### src/rtl/event_unit_pkg.sv
// Event-unit shared constants: default sizing for the SoC peripheral event collector.
package event_unit_pkg;

  localparam int EU_NB_EVT_DFLT    = 8;
  localparam int EU_ID_WIDTH_DFLT  = 8;
  localparam int EU_CNT_WIDTH_DFLT = 8;
  // Wide enough to hold a per-cycle drop count for up to 256 sources.
  localparam int EU_DROP_CNT_W     = 9;

endpackage

### src/rtl/soc_evt_rr_arb.sv
// Round-robin arbiter: search starts one past the last granted index and wraps.
// Combinational grant; the pointer only moves on an enabled grant.
module soc_evt_rr_arb #(
  parameter int NB_REQ    = 8,
  parameter int IDX_WIDTH = 8
) (
  input  logic                 clk_i,
  input  logic                 rst_ni,
  input  logic [NB_REQ-1:0]    req_i,
  input  logic                 gnt_en_i,
  output logic [NB_REQ-1:0]    gnt_oh_o,
  output logic [IDX_WIDTH-1:0] gnt_idx_o
);

  localparam int PTR_W = $clog2(NB_REQ);

  logic [PTR_W-1:0] ptr_q, ptr_d;
  logic [PTR_W-1:0] win_idx;
  logic             found;

  always_comb begin
    int cand;
    found    = 1'b0;
    win_idx  = '0;
    gnt_oh_o = '0;
    for (int i = 0; i < NB_REQ; i++) begin
      cand = int'(ptr_q) + i;
      if (cand >= NB_REQ) cand = cand - NB_REQ;
      if (!found && req_i[PTR_W'(cand)]) begin
        found   = 1'b1;
        win_idx = PTR_W'(cand);
      end
    end
    if (found && gnt_en_i) gnt_oh_o[win_idx] = 1'b1;
  end

  assign ptr_d     = (win_idx == PTR_W'(NB_REQ - 1)) ? '0 : win_idx + 1'b1;
  assign gnt_idx_o = IDX_WIDTH'(win_idx);

  always_ff @(posedge clk_i or negedge rst_ni) begin
    if (!rst_ni) begin
      ptr_q <= '0;
    end else if (gnt_en_i && found) begin
      ptr_q <= ptr_d;
    end
  end

endmodule

### src/rtl/soc_evt_collector.sv
// Collects per-source event strobes into pending bits and offers one ID per cycle to the event FIFO.
// One-cycle latency from pending to offer; the offer holds under fifo_fulln_i=0 and repeat events are counted as lost.
module soc_evt_collector
  import event_unit_pkg::*;
#(
  parameter int NB_EVT    = EU_NB_EVT_DFLT,
  parameter int ID_WIDTH  = EU_ID_WIDTH_DFLT,
  parameter int CNT_WIDTH = EU_CNT_WIDTH_DFLT
) (
  input  logic                 clk_i,
  input  logic                 rst_ni,
  input  logic [NB_EVT-1:0]    evt_i,
  output logic                 fifo_data_valid_o,
  input  logic                 fifo_fulln_i,
  output logic [ID_WIDTH-1:0]  fifo_data_o,
  output logic                 lost_evt_o,
  output logic [CNT_WIDTH-1:0] lost_cnt_o,
  input  logic                 lost_clr_i
);

  localparam int SUM_W = CNT_WIDTH + EU_DROP_CNT_W;

  logic [NB_EVT-1:0]    pending_q, pending_d;
  logic                 valid_q, valid_d;
  logic [ID_WIDTH-1:0]  data_q, data_d;
  logic                 lost_evt_q, lost_evt_d;
  logic [CNT_WIDTH-1:0] lost_cnt_q, lost_cnt_d;

  logic                     push, free, gnt_en;
  logic [NB_EVT-1:0]        gnt_oh, drops;
  logic [ID_WIDTH-1:0]      gnt_idx;
  logic [EU_DROP_CNT_W-1:0] ndrop;
  logic [CNT_WIDTH-1:0]     cnt_base;
  logic [SUM_W-1:0]         cnt_sum;

  assign push   = valid_q & fifo_fulln_i;
  assign free   = ~valid_q | fifo_fulln_i;
  assign gnt_en = free & (|pending_q);

  soc_evt_rr_arb #(
    .NB_REQ    (NB_EVT),
    .IDX_WIDTH (ID_WIDTH)
  ) u_rr_arb (
    .clk_i     (clk_i),
    .rst_ni    (rst_ni),
    .req_i     (pending_q),
    .gnt_en_i  (gnt_en),
    .gnt_oh_o  (gnt_oh),
    .gnt_idx_o (gnt_idx)
  );

  // A new strobe on a source whose bit is being granted this edge re-arms it rather than dropping.
  assign pending_d = (pending_q & ~gnt_oh) | evt_i;
  assign drops     = evt_i & pending_q & ~gnt_oh;

  always_comb begin
    ndrop = '0;
    for (int i = 0; i < NB_EVT; i++) begin
      ndrop = ndrop + EU_DROP_CNT_W'(drops[i]);
    end
  end

  // Clear takes effect first so drops on the clearing edge are still counted.
  assign cnt_base   = lost_clr_i ? '0 : lost_cnt_q;
  assign cnt_sum    = SUM_W'(cnt_base) + SUM_W'(ndrop);
  assign lost_cnt_d = (|cnt_sum[SUM_W-1:CNT_WIDTH]) ? '1 : cnt_sum[CNT_WIDTH-1:0];
  assign lost_evt_d = |drops;

  always_comb begin
    valid_d = valid_q;
    data_d  = data_q;
    if (gnt_en) begin
      valid_d = 1'b1;
      data_d  = gnt_idx;
    end else if (push) begin
      valid_d = 1'b0;
      data_d  = '0;
    end
  end

  always_ff @(posedge clk_i or negedge rst_ni) begin
    if (!rst_ni) begin
      pending_q  <= '0;
      valid_q    <= 1'b0;
      data_q     <= '0;
      lost_evt_q <= 1'b0;
      lost_cnt_q <= '0;
    end else begin
      pending_q  <= pending_d;
      valid_q    <= valid_d;
      data_q     <= data_d;
      lost_evt_q <= lost_evt_d;
      lost_cnt_q <= lost_cnt_d;
    end
  end

  assign fifo_data_valid_o = valid_q;
  assign fifo_data_o       = data_q;
  assign lost_evt_o        = lost_evt_q;
  assign lost_cnt_o        = lost_cnt_q;

endmodule

### config.mk
export PLATFORM = sky130hd
export DESIGN_NAME = soc_evt_collector
export DESIGN_NICKNAME = d
export VERILOG_FILES = /design/src/rtl/event_unit_pkg.sv /design/src/rtl/soc_evt_rr_arb.sv /design/src/rtl/soc_evt_collector.sv
export SDC_FILE = /design/constraint.sdc
export NUM_CORES = 1
export LEC_CHECK = 0
export CAP_MARGIN = 5
export CORE_MARGIN = 4
export CORE_UTILIZATION = 35
export DETAILED_ROUTE_END_ITERATION = 10
export PLACE_DENSITY_LB_ADDON = 0.1
export SETUP_SLACK_MARGIN = 0.2
export SLEW_MARGIN = 15
export SYNTH_ARGS = -nofsm -noshare
export SYNTH_HDL_FRONTEND = slang
export SYNTH_SLANG_ARGS = --single-unit
### constraint.sdc
create_clock -name clk_i -period 13.4 [get_ports clk_i]
set_input_delay 2.68 -clock clk_i [delete_from_list [all_inputs] [get_ports clk_i]]
set_output_delay 2.68 -clock clk_i [all_outputs]
set_load 0.1 [all_outputs]
==> run_results.csv, run 1 <==
group,metric,value,unit
clocking,cts_num_sinks,24,
critical_path,path_class,"flop to flop",
clocking,clk_latency,260,ps
floorplan,dieArea,8470,µm²
floorplan,start_util,0.362,
critical_path,endpoint,"lost_cnt_o[3]",
min_path,holdCritStartpoint,"fifo_data_o[1]",
routing,drt_first_pass_iters,4,
timing,finalCritPeriodShare,0.588,
global_route,antenna_found_initial,0,
synth,ys.flop_type,"dfrtp_1",
global_route,grt_overflow,0,
routing,post-route-drc-count,0,
critical_path,cp-startpoint,"u_rr_arb.ptr_q[0]",
clocking,cts-buffers-inserted,3,
clocking,hold_buffers,0,
critical_path,rrSetupSlack,5530,ps
finish,drive_gt1_frac,0.138,
routing,vias_per_cell,5.40,
timing,tightest_slew,976,ps
clocking,cts_root_buf,"clkbuf_8",
placement,globalplace.congestion,0.821,
routing,wl_per_cell,16.4,µm
clocking,cts_resized,0,
finish,multi_input_area,1760,µm²
clocking,htreeDepth,1,
critical_path,critPathCaptureType,"flop",
critical_path,path_cells,"inv_1, ha_1, mux4_2, o2bb2ai_4, and3_4, a22o_1, o311ai_4, nand2b_1, o21a_1, nand2_1, fa_1, fa_1, inv_1, fa_1, fa_1, fa_1, a21o_1, a21oi_1, nor2_1, nand4b_1, o21ai_0",
floorplan,num_rows,30,
synth,synth_seq_cells,24,
floorplan,core_area,6830,µm²
pwr,ir_drop,101,µV
timing,max_freq,127,MHz
synth,synth_edf_count,0,
finish,regArea,601,µm²
routing,vias,1928,
floorplan,fp.dieH,92.0,µm
placement,io_buffer_count,24,
clocking,cts.path.max_buffers,2,
critical_path,crit_fanout,22,
critical_path,r2r_start,"u_rr_arb.ptr_q[0]",
min_path,worstHoldPathType,"flop to flop",
synth,postSynthCellCount,242,
synth,async_flop_share,1.00,
finish,nets,289,
timing,drv_slew,0,
timing,rsz0062_at_grt,"no",
routing,antenna_left,0,
critical_path,reg2reg_depth,21,
pwr,p_leak,0.00110,µW
timing,fin_skew,3.73,ps
flow_run,maxCapViolCount,0,
synth,ys_seq_area_frac,0.243,
timing,relSlewSlack,0.347,
timing,tns,0,ps
critical_path,cp_slowest_stage_delay,980,ps
placement,place_area,2760,µm²
synth,ys_types,60,
critical_path,crit_slowest_cell,"dfrtp_1",
timing,fin_crit,7870,ps
clocking,cts_tree,"built",
critical_path,crit_top_cell,"fa_1",
finish,antennaDiodeCount,0,
finish,post-route-cell-area,2810,µm²
floorplan,io_pins,30,
pwr,power_density,270,nW/µm²
clocking,cts.reportedPaths.clkPinSlew,90,ps
timing,setup_viol,0,
critical_path,r2r_end,"lost_cnt_o[3]",
critical_path,crit_required,13530,ps
finish,syn2layout_area_growth,13.8,%
routing,wl,5870,µm
finish,fillers,683,
global_route,grt_pass1_vias,1957,
synth,syn_area,2470,µm²
global_route,grt_pass1_wl,9800,µm
clocking,cts_setup_buffers,0,
global_route,grt_max_degree,25,
global_route,grt_usage,0.141,
timing,hold_violations,0,
outcome,status,"finished, final reports clean",
synth,syn_avg_cell_area,10.2,µm²
critical_path,cp.arrival,8010,ps
critical_path,critPathLaunchType,"flop",
synth,yosysWarningCount,0,
placement,hpwl,4490,µm
floorplan,die_w,92.0,µm
routing,drtIter0Drc,53,
==> flip-flops by register name, summed over array words and instances, names as in the netlist <==
| name | flops |
|---|---|
| u_rr_arb.ptr_q | 3 |
| fifo_data_o | 3 |
| pending_q | 8 |
| lost_cnt_o | 8 |
| lost_evt_o | 1 |
| fifo_data_valid_o | 1 |
==> critical path: cells and delay by family, from the launching register on <==
kind,cells,cell delay (ps)
adder cells (fa/ha/maj),6,3230
AO/OA/AOI/OAI,7,1730
flip-flops,1,980
AND/OR/NAND/NOR,5,850
multiplexers,1,620
buffers and inverters,2,320
==> area by class of cell <==
type	count	area share
Multi-Input combinational cell	199	0.624
Timing Repair Buffer	25	0.0881
Inverter	9	0.0120
Clock buffer	4	0.0196
Tap cell	96	0.0427
Sequential cell	24	0.214
==> worst min-delay path by stage <==
stage	to	slack, ps	depth (start not counted)
3_5_place_dp	fifo_data_o[1]	520	1
2_1_floorplan	pending_q[2]	540	1
5_1_grt	fifo_data_o[1]	590	1
4_1_cts	fifo_data_o[1]	550	1
3_3_place_gp	fifo_data_o[1]	540	1
6_report	fifo_data_o[1]	540	1
==> Yosys cell counts, types with 4 or more instances <==
library cell | n | share of area
fa_1 | 5 | 0.040
dfrtp_1 | 24 | 0.24
ha_1 | 10 | 0.051
nand3_1 | 4 | 0.0081
mux4_2 | 11 | 0.10
nor2b_1 | 9 | 0.023
o21ai_0 | 13 | 0.026
o21bai_1 | 5 | 0.015
a21o_1 | 7 | 0.021
mux2_2 | 5 | 0.023
a21oi_1 | 6 | 0.012
inv_1 | 8 | 0.012
nand2_1 | 19 | 0.029
xnor2_1 | 5 | 0.018
nor2_1 | 11 | 0.017
mux2i_1 | 14 | 0.057
a22oi_1 | 4 | 0.012
nand2b_1 | 10 | 0.025
buf_4 | 5 | 0.015
==> metrics by stage <==
step	hold WS (ps)	setup slack [ps]	instances	total power [µW]	util
detailed placement	520	5500	353	709	0.404
CTS	548	5510	357	765	0.412
finish	542	5530	357	758	0.412
floorplan	545	6340	246	602	-
global route	587	5030	357	825	0.412
global placement	536	5580	353	717	0.404
==> per-layer routing <==
metal,part of all wire,vias up,routed length [µm],GRT usage
met5,0,-,0,0
met4,0.011,0,65,0.0285
met3,0.034,6,201,0.0148
met2,0.48,40,2810,0.232
met1,0.48,947,2790,0.201
li1,-,935,-,-
==> cells in the final DEF (no fill, tap or decap), drive strengths merged, types with 6 or more instances in the layout <==
cell and count:
nor2 12, ha 10, mux4 12, mux2 8
a21o 7, dfrtp 24, inv 9, nand2 20
nor2b 9, nand2b 10, o21ai 14, a21oi 6
mux2i 14, clkdlybuf4s50 24
==> where the power goes <==
| group | total (µW) | switching, µW | internal, µW |
|---|---|---|---|
| clock | 49.4 | 23.2 | 26.2 |
| sequential | 146 | 48.4 | 98.0 |
| combinational | 563 | 328 | 234 |
==> cells by family (layout without fill, tap and decap cells) <==
family                     after synthesis  after routing  share of synthesized area
muxes                                   34             34                      0.209
adders and majority gates               15             15                     0.0911
other                                    1              5                    0.00152
buffers and inverters                   23             38                     0.0531
DFF                                     24             24                      0.243
and+or+nand+nor                         79             79                      0.186
xor gates and xnor gates                 7              7                     0.0248
AOI/OAI and AO/OA                       59             59                      0.192
(Power assumes the default switching activity.)
==> run 2, diff against run 1 <==
Clock period 13.4 ns to 7.45 ns, I/O delays scaled along.
==> run_results.csv, run 2 (synthesis results as in run 1) <==
group,metric,value,unit
floorplan,num_rows,30,
floorplan,die_w,92.0,µm
routing,vias_per_cell,5.34,
finish,regArea,602,µm²
finish,post-route-cell-area,2860,µm²
critical_path,critPathCaptureType,"flop",
floorplan,dieArea,8470,µm²
finish,final_core_util,0.418,
routing,wl,5920,µm
routing,drtIter0Drc,115,
clocking,cts_num_sinks,24,
finish,final_common_cell,"clkdlybuf4s50_1",
routing,drt_first_pass_iters,4,
pwr,power_density,485,nW/µm²
clocking,cts.path.max_buffers,2,
critical_path,crit_fanout,6,
min_path,whs_endpoint,"fifo_data_o[1]",
critical_path,r2r_end,"lost_cnt_o[5]",
pwr,p_leak,0.00111,µW
routing,antenna_left,0,
placement,globalplace.congestion,0.866,
critical_path,crit_required,7590,ps
min_path,worstHoldPathType,"flop to flop",
timing,finalCritPeriodShare,0.898,
global_route,grt_usage,0.146,
min_path,whs_path_depth,1,
global_route,antenna_found_initial,0,
timing,rsz0062_at_grt,"no",
finish,syn2layout_area_growth,15.6,%
pwr,power.total,1390,µW
clocking,cts_root_buf,"clkbuf_8",
critical_path,r2r_start,"u_rr_arb.ptr_q[0]",
flow_run,maxCapViolCount,0,
timing,hold_violations,0,
routing,vias,1928,
global_route,grt_pass1_vias,2010,
floorplan,core_area,6830,µm²
critical_path,cp.arrival,6830,ps
outcome,status,"finished, final reports clean",
clocking,cts_setup_buffers,0,
floorplan,fp.dieH,92.0,µm
timing,fin_skew,11.0,ps
critical_path,path_class,"flop to flop",
clocking,cts_tree,"built",
timing,setup_viol,0,
global_route,grt_overflow,0,
finish,antennaDiodeCount,0,
clocking,hold_buffers,0,
timing,tns,0,ps
floorplan,io_pins,30,
finish,drive_gt1_frac,0.170,
finish,layout_common_cells,"clkdlybuf4s50_1 (24), dfrtp_1 (23), nand2_1 (19)",
timing,fin_crit,6690,ps
clocking,cts.reportedPaths.clkPinSlew,90,ps
critical_path,critPathLaunchType,"flop",
placement,io_buffer_count,24,
timing,drv_slew,0,
timing,relSlewSlack,0.348,
clocking,cts-buffers-inserted,3,
clocking,htreeDepth,1,
timing,max_freq,150,MHz
critical_path,rrSetupSlack,760,ps
clocking,clk_latency,270,ps
placement,place_area,2790,µm²
global_route,grt_pass1_wl,10100,µm
routing,post-route-drc-count,0,
routing,wl_per_cell,16.4,µm
floorplan,start_util,0.362,
timing,tightest_slew,975,ps
global_route,grt_max_degree,25,
finish,multi_input_area,1770,µm²
critical_path,reg2reg_depth,22,
finish,fillers,678,
finish,nets,293,
min_path,holdCritStartpoint,"fifo_data_o[1]",
placement,hpwl,4710,µm
pwr,ir_drop,229,µV
run 2: routing by layer:
layer,routed length [µm],up-vias,GRT usage,part of all wire
li1,-,939,-,-
met1,2790,936,0.207,0.47
met3,197,8,0.0197,0.033
met5,0,-,0,0
met4,102,0,0.0384,0.017
met2,2820,45,0.234,0.48
run 2: what timing repair did:
action,CTS,global route
endpoints found under the setup margin,0,6
hold endpoints to repair,0,0
resized for setup,0,5
run 2: stage by stage:
step	worst slack [ps]	std cells	hold WS, ps
floorplan	866	246	545
global placement	683	357	538
detailed placement	501	357	511
CTS	511	361	538
global route	243	361	548
finish	762	361	530
run 2: report_power, final:
group          total (µW)  switching [µW]  internal [µW]
Clock                89.6            42.4           47.2
Sequential            237            59.9            178
Combinational        1060             620            440
run 2: layout make-up:
cell class / instances / share of cell area
multi-input cells: 199 / 0.619
flip-flops and latches: 24 / 0.211
repair buffers: 29 / 0.0972
well taps: 96 / 0.0420
clock buffers: 4 / 0.0193
inverters: 9 / 0.0118
run 2: how the worst max path moves through the flow:
| stage | start | to |
|---|---|---|
| floorplan | u_rr_arb.ptr_q[1] | lost_cnt_o[3] |
| global placement | u_rr_arb.ptr_q[0] | lost_cnt_o[5] |
| detailed placement | u_rr_arb.ptr_q[0] | lost_cnt_o[5] |
| CTS | u_rr_arb.ptr_q[0] | lost_cnt_o[3] |
| global route | u_rr_arb.ptr_q[0] | lost_cnt_o[5] |
| finish | u_rr_arb.ptr_q[0] | lost_cnt_o[5] |
run 2: worst max-delay path: stages (launching register included):
cell and delay, ps:
dfrtp_1 420, inv_1 120, ha_2 220, xnor2_1 300
mux4_2 620, and2_4 210, and3_4 190, a22o_1 260
o311ai_4 380, nand2b_1 200, o21a_1 130, nand2_1 90
fa_1 500, fa_1 550, inv_1 50, fa_1 500
fa_1 480, fa_1 410, a21o_1 190, a21oi_1 260
nor2_1 120, nand4b_1 220, o21ai_0 140
==> run 3, diff against run 2 <==
Settings changed: SETUP_SLACK_MARGIN 0.2 to default.
==> run_results.csv, run 3 (synthesis results as in run 1) <==
group,metric,value,unit
floorplan,io_pins,30,
critical_path,crit_fanout,10,
flow_run,maxCapViolCount,0,
routing,wl,5960,µm
floorplan,fp.dieH,92.0,µm
timing,drv_slew,0,
critical_path,path_class,"flop to flop",
placement,io_buffer_count,24,
finish,nets,293,
global_route,grt_pass1_vias,2010,
global_route,grt_max_degree,25,
timing,fin_skew,11.0,ps
timing,hold_violations,0,
finish,final_core_util,0.416,
min_path,worstHoldPathType,"flop to flop",
routing,vias,1935,
critical_path,crit_required,7590,ps
timing,fin_crit,6840,ps
critical_path,cp.arrival,6980,ps
clocking,cts.reportedPaths.clkPinSlew,90,ps
finish,antennaDiodeCount,0,
pwr,power_density,486,nW/µm²
critical_path,crit_top_cell,"fa_1",
placement,dp.cells,357,
timing,relSlewSlack,0.348,
floorplan,start_util,0.362,
finish,syn2layout_area_growth,15.1,%
routing,antenna_left,0,
critical_path,critPathCaptureType,"flop",
finish,layout_common_cells,"dfrtp_1 (24), clkdlybuf4s50_1 (24), nand2_1 (19)",
timing,finalCritPeriodShare,0.918,
floorplan,die_w,92.0,µm
clocking,cts_num_sinks,24,
timing,max_freq,146,MHz
pwr,ir_drop,229,µV
critical_path,path_cells,"buf_4, ha_1, xnor2_1, mux4_2, nor2b_1, and4_1, nor2_8, and2_1, nand2b_1, o21a_1, nand2_1, fa_1, fa_1, inv_1, fa_1, fa_1, fa_1, a21o_1, a21oi_1, nor2_1, nand4b_1, o21ai_0",
clocking,cts_setup_buffers,0,
critical_path,cp_slowest_stage_delay,550,ps
critical_path,critPathLaunchType,"flop",
pwr,p_leak,0.00111,µW
routing,post-route-drc-count,0,
global_route,grt_pass1_wl,10100,µm
global_route,grt_usage,0.146,
floorplan,dieArea,8470,µm²
global_route,antenna_found_initial,0,
routing,wl_per_cell,16.5,µm
placement,globalplace.congestion,0.866,
clocking,cts-buffers-inserted,3,
finish,regArea,601,µm²
finish,drive_gt1_frac,0.155,
routing,drt_first_pass_iters,4,
outcome,status,"finished, final reports clean",
floorplan,core_area,6830,µm²
clocking,htreeDepth,1,
floorplan,num_rows,30,
clocking,cts.path.max_buffers,2,
pwr,power.total,1380,µW
finish,fillers,681,
clocking,cts_tree,"built",
placement,dp_slack,501,ps
clocking,cts_root_buf,"clkbuf_8",
timing,timing.final.ws_setup,609,ps
routing,drtIter0Drc,115,
timing,rsz0062_at_grt,"no",
routing,vias_per_cell,5.36,
critical_path,crit_slowest_cell,"fa_1",
global_route,grt_overflow,0,
finish,final_cell_count_no_fill,361,
timing,tightest_slew,975,ps
clocking,clk_latency,270,ps
finish,multi_input_area,1760,µm²
timing,tns,0,ps
placement,hpwl,4710,µm
timing,setup_viol,0,
run 3: path summary, 6_finish.rpt:
| check | start | endpoint | slack, ps | cells past startpoint |
|---|---|---|---|---|
| min | fifo_data_o[1] | fifo_data_o[1] | 530 | 1 |
| max reg2reg | u_rr_arb.ptr_q[0] | lost_cnt_o[5] | 610 | 22 |
| min reg2reg | fifo_data_o[1] | fifo_data_o[1] | 530 | 1 |
| max in group asynchronous | rst_ni | u_rr_arb.ptr_q[0] | 5630 | 2 |
| max | u_rr_arb.ptr_q[0] | lost_cnt_o[5] | 610 | 22 |
| min in group asynchronous | rst_ni | lost_cnt_o[5] | 1570 | 2 |
run 3: routing by layer:
metal / routed length [µm] / track usage
met1: 2840 / 0.207
met2: 2830 / 0.234
met3: 186 / 0.0197
met4: 100 / 0.0384
met5: 0 / 0
run 3: what timing repair did:
| item | in CTS | in global routing |
|---|---|---|
| setup endpoints to repair | 0 | 2 |
| gates resized for setup | 0 | 1 |
| hold buffers | 0 | 0 |
run 3: layout make-up:
type / instances / share of cell area
sequential: 24 / 0.211
multi-input combinational: 199 / 0.618
tap: 96 / 0.0422
clock buffer: 4 / 0.0193
inverter: 9 / 0.0119
timing repair buffer: 29 / 0.0976
run 3: report_power, final:
part           internal [µW]  leakage (µW)  switching, µW
combinational            435      0.000818            621
clock                   47.2     0.0000288           42.5
sequential               177      0.000268           59.3
run 3: stage by stage:
| stage | cell area, µm² | hold slack, ps |
|---|---|---|
| 2_1_floorplan | 2490 | 545 |
| 3_3_place_gp | 2790 | 538 |
| 3_5_place_dp | 2790 | 511 |
| 4_1_cts | 2840 | 538 |
| 5_1_grt | 2850 | 548 |
| 6_report | 2850 | 530 |
run 3: worst max-delay path, delay by kind of cell (launching register included):
family / cells / cell delay, ps
XOR/XNOR: 1 / 480
multiplexers: 1 / 440
flip-flops: 1 / 430
AO/OA/AOI/OAI: 4 / 720
adder cells (fa/ha/maj): 6 / 2700
AND/OR/NAND/NOR: 8 / 1680
buffers and inverters: 2 / 240
